--- src/rtl/minterm_pkg.sv ---
// Shared constants and types for the three-input sum-of-minterms function block.
package minterm_pkg;

    localparam int N_INPUTS = 3;

    typedef logic [7:0] minterm_vec_t;

    // Odd parity of {A,B,C}: minterms 1, 2, 4 and 7.
    localparam minterm_vec_t DEFAULT_MINTERMS = 8'b1001_0110;

endpackage : minterm_pkg

--- src/rtl/minterm_decoder.sv ---
// 3-to-8 one-hot minterm decoder; purely combinational, zero latency, no backpressure.
// Each line is the AND of three literals, so an unknown input propagates as X.
module minterm_decoder
    import minterm_pkg::*;
(
    input  logic [N_INPUTS-1:0] idx_i,
    output minterm_vec_t        m_o
);

    for (genvar g = 0; g < 8; g++) begin : g_line
        localparam logic [N_INPUTS-1:0] K = g[N_INPUTS-1:0];
        // XNOR with a constant picks the true or complemented literal per input.
        assign m_o[g] = &(idx_i ~^ K);
    end

endmodule : minterm_decoder

--- src/rtl/minterm_df.sv ---
// F = OR of masked minterms of {A,B,C}, plus one-cycle registered copies of F and m.
// Combinational outputs have zero latency; registered outputs lag one clk; no handshake.
module minterm_df
    import minterm_pkg::*;
#(
    parameter minterm_vec_t MINTERMS = DEFAULT_MINTERMS
) (
    input  logic         clk,
    input  logic         rst,
    input  logic         A,
    input  logic         B,
    input  logic         C,
    output logic         F,
    output logic [7:0]   m,
    output logic         F_q,
    output logic [7:0]   m_q
);

    minterm_vec_t m_dec;
    logic         f_d;
    minterm_vec_t m_d;

    minterm_decoder u_dec (
        .idx_i ({A, B, C}),
        .m_o   (m_dec)
    );

    // Only the OR stage depends on the mask; the decode never changes.
    assign m = m_dec;
    assign F = |(MINTERMS & m_dec);

    always_comb begin
        f_d = F;
        m_d = m_dec;
        if (rst) begin
            f_d = 1'b0;
            m_d = '0;
        end
    end

    always_ff @(posedge clk) begin
        F_q <= f_d;
        m_q <= m_d;
    end

endmodule : minterm_df

--- config.mk ---
export PLATFORM = sky130hd
export DESIGN_NAME = minterm_df
export DESIGN_NICKNAME = d
export VERILOG_FILES = /design/src/rtl/minterm_pkg.sv /design/src/rtl/minterm_decoder.sv /design/src/rtl/minterm_df.sv
export SDC_FILE = /design/constraint.sdc
export NUM_CORES = 1
export LEC_CHECK = 0
export CAP_MARGIN = 15
export CELL_PAD_IN_SITES_DETAIL_PLACEMENT = 0
export CELL_PAD_IN_SITES_GLOBAL_PLACEMENT = 1
export CORE_UTILIZATION = 24
export DETAILED_ROUTE_END_ITERATION = 10
export PLACE_DENSITY = 0.86
export SYNTH_ARGS = -nofsm -noshare
export SYNTH_HDL_FRONTEND = slang
export SYNTH_HIERARCHICAL = 1
export SYNTH_SLANG_ARGS = --single-unit
export TNS_END_PERCENT = 20
--- constraint.sdc ---
create_clock -name clk -period 2.5 [get_ports clk]
set_input_delay 0.375 -clock clk [delete_from_list [all_inputs] [get_ports clk]]
set_output_delay 0.375 -clock clk [all_outputs]
set_load 0.005 [all_outputs]
After elaboration in Yosys (flattened, before gate mapping)

Cells that the tools add are included.

Bitwise operators: 7
Reduce and logical (&&, ||, !) cells: 9

Operators by type and width:

| cell                | count |
|---|---|
| 3-bit AND reduction | 8 |
| 2-bit NOT           | 3 |
| 4-bit OR reduction  | 1 |
| 1-bit NOT           | 3 |
| 3-bit NOT           | 1 |

Register bits: 9
Input bits: 5
Output and inout bits: 18
Logic and storage cells: 18

Longest topological paths before layout

Depth in word-level cells: 3
Gate-level depth with buffers: 3
Depth with buffers taken out: 3

Hierarchy

The synthesis kept the hierarchy.

By module, submodules not included:

| module          | instances | cells each | area each (sq um) | sequential area each (sq um) |
|---|---|---|---|---|
| minterm_df      | 1         | 19         | 255.2             | 180.2 |
| minterm_decoder | 1         | 8          | 65.1              | 0.0 |

Worst setup path after synthesis

OpenSTA, ideal clock, no wires.

Path type: input-to-output
Start: input B
End: output F
Data arrival time: 1.056 ns
Data required time: 2.125 ns
Path slack: 1.069 ns
Stages: 2
Path buffers: 0
Cells stage by stage: nor3b_1 > or4_4

Cells in the longest elaborated chain, start to end: 3
Elaborated cells on any way between the ends: 7
Classes of those cells: bitwise: 2; reduce/logical: 5

Ends and longest elaborated chain:

| item                       | line                  | source |
|---|---|---|
| start, declared            | minterm_df.sv:11      | `input logic B,` |
| 2-bit NOT (no source line) | n/a                   |  |
| 3-bit AND reduction        | minterm_decoder.sv:13 | `assign m_o[g] = &(idx_i ~^ K);` |
| 4-bit OR reduction *       | minterm_df.sv:30      | `assign F = \|(MINTERMS & m_dec);` |
| end, declared              | minterm_df.sv:13      | `output logic F,` |

Every way passes the cells marked *; elsewhere a longest branch is shown, timed or not.

Final worst setup path

Start: input C
End: output F

Cells in the longest elaborated chain, start to end: 3
Elaborated cells on any way between the ends: 7
Classes of those cells: bitwise: 2; reduce/logical: 5

Ends and longest elaborated chain:

| item                       | line                  | source |
|---|---|---|
| start, declared            | minterm_df.sv:12      | `input logic C,` |
| 2-bit NOT (no source line) | n/a                   |  |
| 3-bit AND reduction        | minterm_decoder.sv:13 |  |
| 4-bit OR reduction *       | minterm_df.sv:30      |  |

Marked as above.

==> results.sh <==
export IMPL_grt_met2_usage=0.146
export IMPL_die_area_um2=1480
export IMPL_slew_headroom=0.771
export IMPL_status="completed"
export IMPL_synth_adder_area_share=0
export IMPL_multiInputGateArea_um2=140
export IMPL_top_usage_layer="met2"
export IMPL_area_delta_synth_final_pct=91.0
export IMPL_drt_iter0_markers=0
export IMPL_grt_pass1_vias=231
export IMPL_fin_util=0.522
export IMPL_vias=280
export IMPL_post_cts_buffers=0
export IMPL_clock_path_buffers=2
export IMPL_syn_num_nets=32
export IMPL_final_nets=62
export IMPL_synth_top_family_by_area="simple AND/OR/NAND/NOR gates"
export IMPL_drv_slew=0
export IMPL_synth_xor_area_frac=0
export IMPL_yosysSeqAreaShare=0.563
export IMPL_holdPathStages=3
export IMPL_post_synth_instance_area_um2=320
export IMPL_port_buffers=22
export IMPL_clkTransAtPathRegs_ps=60
export IMPL_remaining_drc_errors=0
export IMPL_worst_pin_slew_ps=342
export IMPL_finalNonFillerCells=70
export IMPL_coreArea_um2=1170
export IMPL_crit_path_max_fanout=8
export IMPL_tns_ps=0
export IMPL_cts_sinks=9
export IMPL_clockRootBuffer="clkbuf_4"
export IMPL_synth_compound_area_frac=0
export IMPL_period_minus_slack_ps=2430
export IMPL_hold_slack_ps=583
export IMPL_peakVddDrop_mv=0.260
export IMPL_htree_levels=1
export IMPL_pwr_density_cell_nw_per_um2=496
export IMPL_avgRoutedWirePerCell_um=8.43
export IMPL_yosysTopAreaCell="dfxtp_1"
export IMPL_floorplan_rows=12
export IMPL_regArea_um2=180
export IMPL_hold_buffers=0
export IMPL_synth_area_leaders="dfxtp_1 (56%), nor2b_1 (16%), and3b_2 (9.4%), nor3b_1 (7.0%), nor2b_4 (4.3%)"
export IMPL_hpwl_um=476
export IMPL_detail_route_first_pass_iterations=1
export IMPL_yosysTopAreaCellShare=0.563
export IMPL_worstPathRequired_ps=2120
export IMPL_overflow=0
export IMPL_leakage_nw=0.260
export IMPL_hold_viol_final=0
export IMPL_cts_tree="built"
export IMPL_die_w_um=38.5
export IMPL_avgViaCountPerCell=4.00
export IMPL_drt_wl_total_um=590
export IMPL_path_class="primary input to output port"
export IMPL_numCtsBuffers=3
export IMPL_ant_nets=0
export IMPL_fmax_mhz=412
export IMPL_postLayoutCellArea_um2=612
export IMPL_synth_cell_types=8
export IMPL_globalplace_congestion=0.709
export IMPL_start_util=0.274
export IMPL_syn_area_per_cell_um2=11.9
export IMPL_die_h_um=38.5
export IMPL_synth_simple_area_share=0.438
export IMPL_use_met3=0.0233
export IMPL_finalSetupViolCount=0
export IMPL_synth_cells=27
export IMPL_hold_class="primary input to register"
export IMPL_place_area_um2=581
export IMPL_maxCapViolations=0
export IMPL_antenna_found_initial=0
export IMPL_crit_arrival_ps=2050
export IMPL_startpoint_type="primary input"
export IMPL_crit_path_end_kind="output port"
export IMPL_place_inst=66
export IMPL_finalCritPeriodShare=0.971
export IMPL_n_antenna_cell=0
export IMPL_yosysWarnings=6
export IMPL_grt_max_degree=10
export IMPL_grt_first_pass_wirelength_um=910
export IMPL_fillers=107
export IMPL_synth_mux_area_frac=0
export IMPL_grt_usage=0.0954
export IMPL_rsz0062_at_grt="no"
export IMPL_layout_drive_gt1_share=0.214
export IMPL_synth_seq_cells=9
export IMPL_ios=23
export IMPL_gr_usage_met1=0.100
-- per-layer routing --
metal	wire (um)	share of wire
met5	0	0
met4	19	0.032
met3	52	0.088
met2	255	0.43
met1	263	0.45
-- power by group --
part	internal, mW	switching (mW)	total (mW)
sequential	0.148	0.000951	0.149
combinational	0.0353	0.0163	0.0516
clock	0.0609	0.0418	0.103
total	0.244	0.0591	0.303
-- synth_stat cells --
library cell / count
and3_2: 1
and3b_2: 3
dfxtp_1: 9
nor2b_1: 8
nor2b_4: 1
nor3_1: 1
nor3b_1: 3
or4_4: 1
-- registers in the layout, summed over array words and instances (netlist names) --
name  count
F_q       1
m_q       8
-- kinds of logic after synthesis --
family           count (synthesis)
and+or+nand+nor                 18
DFF                              9
-- timing repair --
action / in CTS / in global routing
endpoints found under the hold margin: 0 / 0
endpoints found under the setup margin: 0 / 1
gates resized for setup: 0 / 2
-- layout make-up --
| cell class | count | share of cell area |
|---|---|---|
| Clock buffer | 4 | 0.0429 |
| Multi-Input combinational cell | 18 | 0.229 |
| Sequential cell | 9 | 0.294 |
| Tap cell | 14 | 0.0286 |
| Timing Repair Buffer | 25 | 0.405 |
-- per-stage QoR --
step / setup WS [ps] / total power [mW]
floorplan: 1070 / 0.168
global placement: 69.4 / 0.205
detailed placement: 52.4 / 0.205
CTS: 46.8 / 0.309
global route: 10.3 / 0.324
finish: 72.5 / 0.303
-- layout by cell type (no fill, tap or decap) --
| master | count |
|---|---|
| clkdlybuf4s50_1 | 20 |
| dfxtp_1 | 9 |
| nor2b_1 | 8 |
| clkbuf_4 | 3 |
| buf_4 | 3 |
| and3b_2 | 3 |
| nor3b_1 | 3 |
| dlymetal6s2s_1 | 2 |
| or4_4 | 1 |
| nor2b_4 | 1 |
| clkbuf_1 | 1 |
| nor3_1 | 1 |
| and3_2 | 1 |
-- worst paths after layout --
kind | startpoint | end
setup / recovery | C | F
hold / removal | B | m_q[0]$_SDFF_PP0_
-- worst max-delay path: stages --
cell and delay (ps):
clkdlybuf4s50_1 500, nor3b_1 200, or4_4 520, clkdlybuf4s50_1 460
Power figures use the tool's default switching activity.
